## config.mk

```make
export PLATFORM = sky130hd
export DESIGN_NAME = piso_tx_ctrl
export DESIGN_NICKNAME = d
export VERILOG_FILES = /design/src/rtl/piso_ctrl_pkg.sv /design/src/rtl/piso_tx_ctrl_bit_timer.sv /design/src/rtl/piso_tx_ctrl.sv
export SDC_FILE = /design/constraint.sdc
export NUM_CORES = 1
export LEC_CHECK = 0
export ABC_AREA = 1
export ABC_CLOCK_PERIOD_IN_PS = 1650
export CAP_MARGIN = 20
export CORE_MARGIN = 2
export CORE_UTILIZATION = 30
export DETAILED_ROUTE_END_ITERATION = 7
export HOLD_SLACK_MARGIN = 0.08
export PLACE_DENSITY = 0.61
export SLEW_MARGIN = 40
export SYNTH_ARGS = -nofsm -noshare
export SYNTH_HDL_FRONTEND = slang
export SYNTH_SLANG_ARGS = --single-unit
```

## constraint.sdc

```tcl
create_clock -name clk -period 1.65 [get_ports clk]
set_input_delay 0.165 -clock clk [delete_from_list [all_inputs] [get_ports clk]]
set_output_delay 0.165 -clock clk [all_outputs]
set_load 0.02 [all_outputs]
```

## src/rtl/piso_ctrl_pkg.sv

```systemverilog
// Shared types and constants for the piso_tx_ctrl shift-register sequencer.
package piso_ctrl_pkg;

  typedef enum logic [2:0] {
    IDLE   = 3'd0,
    LOAD   = 3'd1,
    SHIFT  = 3'd2,
    PARITY = 3'd3,
    DONE   = 3'd4
  } piso_ctrl_state_e;

  // Shift register mode encoding on piso_ls_o.
  localparam logic PISO_LOAD  = 1'b1;
  localparam logic PISO_SHIFT = 1'b0;

endpackage

```

## src/rtl/piso_tx_ctrl_bit_timer.sv

```systemverilog
// Bit-period timer: counts 0..CLKS_PER_BIT-1 while enabled and flags the terminal count.
module bit_timer #(
  parameter int CLKS_PER_BIT = 1
) (
  input  logic clk,
  input  logic rst,
  input  logic clr,
  input  logic en,
  output logic tick
);

  localparam int TW = (CLKS_PER_BIT > 1) ? $clog2(CLKS_PER_BIT) : 1;
  localparam logic [TW-1:0] TERM = TW'(CLKS_PER_BIT - 1);

  logic [TW-1:0] cnt;

  assign tick = en && (cnt == TERM);

  // NOTE: sequential state is written with non-blocking assignments only, so
  // every register samples the pre-edge value of every other register.
  always_ff @(posedge clk) begin
    if (rst || clr) begin
      cnt <= '0;
    end else if (en) begin
      cnt <= tick ? '0 : cnt + TW'(1);
    end
  end

endmodule

```

## src/rtl/piso_tx_ctrl.sv

```systemverilog
// Sequencer for an LSB-first PISO shift register: handshake capture, load/shift
// pulses, bit stretching and framing. Optional parity bit: PISO_CTRL_PARITY_EN.
module piso_tx_ctrl
  import piso_ctrl_pkg::*;
#(
  parameter int DW           = 4,
  parameter int CLKS_PER_BIT = 1
) (
  input  logic          clk,
  input  logic          rst,
  input  logic [DW-1:0] data_i,
  input  logic          valid_i,
  output logic          ready_o,
  output logic [DW-1:0] piso_data_o,
  output logic          piso_enb_o,
  output logic          piso_ls_o,
  output logic          frame_o,
  output logic          busy_o,
  output logic          done_o
`ifdef PISO_CTRL_PARITY_EN
  ,
  output logic          parity_o,
  output logic          par_sel_o
`endif
);

  localparam int BW = $clog2(DW);
  localparam logic [BW-1:0] LAST_BIT = BW'(DW - 1);

  piso_ctrl_state_e state, state_n;
  logic [BW-1:0]    bit_cnt;
  logic             timer_en;
  logic             tick;

  assign timer_en = (state == SHIFT) || (state == PARITY);

  bit_timer #(.CLKS_PER_BIT(CLKS_PER_BIT)) u_bit_timer (
    .clk  (clk),
    .rst  (rst),
    .clr  (!timer_en),
    .en   (timer_en),
    .tick (tick)
  );

  always_ff @(posedge clk) begin
    if (rst) begin
      state <= IDLE;
    end else begin
      state <= state_n;
    end
  end

  // The bit counter only runs in SHIFT, so it is already zero on LOAD -> SHIFT.
  always_ff @(posedge clk) begin
    if (rst || (state != SHIFT)) begin
      bit_cnt <= '0;
    end else if (tick) begin
      bit_cnt <= (bit_cnt == LAST_BIT) ? '0 : bit_cnt + BW'(1);
    end
  end

  always_ff @(posedge clk) begin
    if (rst) begin
      piso_data_o <= '0;
    end else if ((state == IDLE) && valid_i) begin
      piso_data_o <= data_i;
    end
  end

`ifdef PISO_CTRL_PARITY_EN
  always_ff @(posedge clk) begin
    if (rst) begin
      parity_o <= 1'b0;
    end else if ((state == IDLE) && valid_i) begin
      parity_o <= ^data_i;
    end
  end

  assign par_sel_o = (state == PARITY);
`endif

  // NOTE: every signal driven here gets a default first, so no path through
  // the case statement can leave one unassigned and infer a latch.
  always_comb begin
    state_n    = state;
    ready_o    = 1'b0;
    busy_o     = 1'b1;
    frame_o    = 1'b0;
    done_o     = 1'b0;
    piso_enb_o = 1'b0;
    piso_ls_o  = PISO_SHIFT;

    unique case (state)
      IDLE: begin
        ready_o = 1'b1;
        busy_o  = 1'b0;
        if (valid_i) state_n = LOAD;
      end
      LOAD: begin
        piso_enb_o = 1'b1;
        piso_ls_o  = PISO_LOAD;
        state_n    = SHIFT;
      end
      SHIFT: begin
        frame_o    = 1'b1;
        piso_enb_o = tick;
        if (tick && (bit_cnt == LAST_BIT)) begin
`ifdef PISO_CTRL_PARITY_EN
          state_n = PARITY;
`else
          state_n = DONE;
`endif
        end
      end
      PARITY: begin
        // The line is driven from parity_o here; the shift register idles.
        frame_o = 1'b1;
        if (tick) state_n = DONE;
      end
      DONE: begin
        done_o  = 1'b1;
        state_n = IDLE;
      end
      default: begin
        state_n = IDLE;
      end
    endcase
  end

endmodule

```

# ---- After elaboration in Yosys (flattened, before gate mapping)
# Index checks and enable logic that the tools add are counted.
dict set report op_classes {
  n_addsub 2
  reduce_logical 10
  n_eq_ne 9
  muxes 12
  bitwise_logic 1
}
# op n
set op_table {}
lappend op_table {{case mux 3 bit (4 select lines)} 1}
lappend op_table {{2-to-1 mux 3 bit} 3}
lappend op_table {{equality test 3 x 2 -> 1 bit (second input constant)} 2}
lappend op_table {{2-to-1 mux 1 bit} 6}
lappend op_table {{inequality test 2 bit (second input constant)} 2}
lappend op_table {{equality test 3 x 1 -> 1 bit (second input constant)} 1}
lappend op_table {{equality test 3 bit (second input constant)} 1}
lappend op_table {{logical AND 1 bit} 3}
lappend op_table {{zero test 3 bit} 1}
lappend op_table {{logical OR 1 bit} 3}
lappend op_table {{inequality test 3 x 2 -> 1 bit (second input constant)} 1}
lappend op_table {{AND reduction 3 bit} 1}
lappend op_table {{adder 2 x 1 -> 2 bit (second input constant)} 1}
lappend op_table {{equality test 2 bit (second input constant)} 1}
lappend op_table {{2-to-1 mux 2 bit} 1}
lappend op_table {{inequality test 2 x 1 -> 1 bit (second input constant)} 1}
lappend op_table {{case mux 1 bit (2 select lines)} 1}
lappend op_table {{OR reduction 2 bit} 1}
lappend op_table {{adder 1 bit (second input constant)} 1}
lappend op_table {{zero test 1 bit} 1}
lappend op_table {{inverter 1 bit} 1}
dict set report word_totals {
  in_bits 7
  elab_cells 38
  reg_bits 10
  out_inout_bits 10
}

# ---- Longest topological paths before layout
dict set report logic_depth {
  depth_word 6
  ltp_mapped 6
  depth_no_buf 6
}

# ---- By module
# A second synthesis with hierarchy kept.
dict set report hier_totals {
  hier_cells 81
  area_unflattened_um2 544.3
}
# mod cells_each n_inst seq_area_each_um2 area_each_um2
set by_module_without_submodules {}
lappend by_module_without_submodules {piso_tx_ctrl 73 1 180.2 498.0}
lappend by_module_without_submodules {bit_timer 8 1 20.0 46.3}

# ---- Worst setup path before layout
# OpenSTA, ideal clock, no wires.
dict set report synth_timing {
  path_type {reg-to-output}
  startpoint {reg state[1]}
  endpoint {out piso_enb_o}
  t_arrival_ns 1.081
  n_path_buf 0
  t_required_ns 1.485
  stages_incl_launch_ff 3
  path_slack_ns 0.404
  cell_sequence {dfxtp_1 -> nand3_1 -> o21ai_0}
}
dict set report synth_between {
  elab_chain_len 4
  elab_cells_between_ends 6
  cone_classes {eq/ne: 3; mux: 1; reduce/logical: 2}
}
# item line_no
set synth_rtl {}
lappend synth_rtl {{from (decl)} piso_tx_ctrl.sv:30} ;# piso_ctrl_state_e state, state_n;
lappend synth_rtl {{from (signal assigned)} piso_tx_ctrl.sv:49} ;# state <= state_n;
lappend synth_rtl {{equality test 3 x 2 -> 1 bit, on equally long branches} {piso_tx_ctrl.sv:35, piso_tx_ctrl.sv:93}}
lappend synth_rtl {{logical OR 1 bit} piso_tx_ctrl.sv:35} ;# assign timer_en = (state == SHIFT) || (state == PARITY);
lappend synth_rtl {{logical AND 1 bit} piso_tx_ctrl_bit_timer.sv:17} ;# assign tick = en && (cnt == TERM);
lappend synth_rtl {{case mux 1 bit (2 select lines) *} piso_tx_ctrl.sv:93} ;# unique case (state)
lappend synth_rtl {{to (decl)} piso_tx_ctrl.sv:15} ;# output logic piso_enb_o,
# Every way passes the cells marked *; elsewhere a longest branch is shown, timed or not.

# ---- Worst setup path after layout
dict set report layout_timing {
  startpoint {reg state[2]}
  endpoint {out piso_enb_o}
}
# The elaborated chain is that of the path after synthesis.

==> results.cfg <==
[detailed_routing]
vias_per_cell = 4.172
wl_per_cell_um = 8.922
dr_total_vias = 534
antenna_left = 0
drtIter0Drc = 7
dr.pass1.iters = 4
drc = 0
drt-total-wl_mm = 1.142

[synthesis]
ys_async_sr_fraction = 0
synth_area_leaders = dfxtp_1 (36%), inv_1 (15%), nand2_1 (10%)
synth_warnings = 0
synth_edf_count = 0
ys_seq_elements = 10
synth_top_area_frac = 0.3620
syn_inst = 82
syn_area_per_cell_um2 = 6.744
ys.flop_type = dfxtp_1
yosysMostFrequentCell = inv_1
synth.distinct_cells = 18
syn_area_um2 = 553.0
netlist_top_cells_count = inv_1 (22), nand2_1 (15), dfxtp_1 (10), nor2_1 (10)
seq_area_frac_synth = 0.3620
yosysTopAreaCell = dfxtp_1
syn_nets = 90

[setup_path]
cp-start-kind = register
path_class = register to output port
critPathRequiredTime_ns = 1.48
worst-r2r-cell-count = 7
crit_path_end_kind = output port
r2r_slack_ns = 0.59
r2r_start = state[1]$_SDFFE_PP0P_
worstReg2RegEnd = piso_data_o[3]$_SDFFE_PP0P_
cp_data_arrival_time_ns = 1.34
cp_max_fo = 6

[clock_network]
holdBufCountCts = 0
cts.clk_slew.worst_paths_ns = 0.06
cts_max_level = 1
cts_sinks = 10
cts_root_buf = clkbuf_4
clockBufferDepth = 2
worstSkewPairLatency_ns = 0.26
cts_tree = built
cts_buffers = 3

[final_layout]
utilization = 0.4478
area_growth_syn_to_layout_pct = 39.82
num_antenna_cells = 0
drive_above_1_share = 0.1553
multi_input_area_um2 = 251.5
final_nets = 113
seq_area_um2 = 202.7
fillerInstances = 196

[timing]
worst_slack_ns = 0.1437
layout_min_cycle_time_ns = 1.506
fmaxAchievable_mhz = 663.9
finalHoldViolations = 0
rsz0062_at_grt = false
clock_skew_ns = 0.0007726
finalSetupViolations = 0
tns_ns = 0
final.period_utilization = 0.9129
drv_slew = 0
hold_slack_ns = 0.5094

[floorplanning]
die_area_um2 = 2203
initial_core_util = 0.3203
coreArea_um2 = 1727
row_count = 15
ios = 17
die_x_um = 46.94
die_h_um = 46.94

[place]
post-dp-hpwl_um = 872.3
gp_congestion = 0.7836
io_buffers = 16
dp_slack_ns = 0.1088

[pwr]
finalPower_mw = 0.6008
peakVddDrop_mv = 0.3731
p_leak_nw = 0.4066
p_per_area_nw_per_um2 = 776.9

[global_routing]
grt_max_degree = 8
grt_pass1_vias = 470
grt_usage = 0.1238
grt_pass1_wl_mm = 1.897
grt_remaining_overflow = 0
antenna_found_initial = 0

[job]
cap_violations = 0

[worst_hold_path]
hold_depth = 4
hold_start = piso_data_o[1]$_SDFFE_PP0P_
hold_path.class = register to register
min_to = piso_data_o[1]$_SDFFE_PP0P_

[status]
status = complete, no violations
==> stage by stage <==
| stage | area, um^2 | instances |
|---|---|---|
| floorplan | 553.0 | 82 |
| global placement | 755.7 | 125 |
| detailed placement | 755.7 | 125 |
| CTS | 772.0 | 128 |
| global route | 773.2 | 128 |
| finish | 773.2 | 128 |
==> cell type report <==
cell class / instances / area share
Multi-Input combinational cell: 47 / 0.3252
Sequential cell: 10 / 0.2621
Clock buffer: 3 / 0.02913
Timing Repair Buffer: 19 / 0.2265
Inverter: 24 / 0.1165
Tap cell: 25 / 0.04045
==> where the power goes <==
| part | leakage [nW] | internal, mW | switching [mW] |
|---|---|---|---|
| logic | 0.310 | 0.0754 | 0.0914 |
| registers | 0.0830 | 0.258 | 0.0138 |
| clock network | 0.0138 | 0.0841 | 0.0783 |
==> cells by family after synthesis <==
logic type	after synthesis	share of synthesized area
AO/OA/AOI/OAI	4	0.04298
adder cells (fa/ha/maj)	1	0.02262
buffers and inverters	25	0.1833
flip-flops	10	0.3620
other	1	0.006781
AND/OR/NAND/NOR	41	0.3823
==> placed cells by master (no fill, tap or decap), types with 2 or more instances in the layout <==
cell type / count
nor2_4: 2
nand2_1: 15
dfxtp_1: 8
clkbuf_4: 3
inv_2: 2
o21ai_0: 2
nand4_1: 5
dfxtp_2: 2
clkdlybuf4s50_1: 10
nand3_1: 5
buf_4: 3
inv_1: 22
nor2_1: 10
dlygate4sd2_1: 6
==> routing by layer <==
layer,wire [um],GRT usage,part of all wire
met1,591,0.1624,0.52
met2,465,0.1836,0.41
met3,80,0.02308,0.070
met4,5,0.08333,0.0044
met5,0,0,0
==> sequential cells by signal, indices dropped and copies added (netlist names) <==
signal / cells
bit_cnt: 2
piso_data_o: 4
state: 3
u_bit_timer.cnt: 1
==> how the worst max path moves through the flow <==
stage                                     start         end  slack [ns]  depth (start not counted)
final                     state[2]$_SDFFE_PP0P_  piso_enb_o        0.14                          4
after global routing      state[2]$_SDFFE_PP0P_  piso_enb_o        0.03                          4
after CTS                 state[1]$_SDFFE_PP0P_  piso_enb_o        0.09                          3
after detailed placement  state[1]$_SDFFE_PP0P_  piso_enb_o        0.11                          3
after global placement    state[0]$_SDFFE_PP0P_  piso_enb_o        0.13                          3
after floorplan           state[1]$_SDFFE_PP0P_  piso_enb_o        0.40                          2
==> repair_timing <==
| action | CTS | global route |
|---|---|---|
| endpoints found under the setup margin | 6 | 1 |
| hold endpoints to repair | 0 | 0 |
| setup buffers | 0 | 0 |
| gates resized for setup | 7 | 1 |
==> worst max-delay path, cell delays in order (launching register included) <==
cell and delay (ns):
dfxtp_1 0.34, inv_2 0.11, nand3_1 0.12, o21ai_0 0.16, dlygate4sd2_1 0.35
Power figures use the tool's default switching activity.
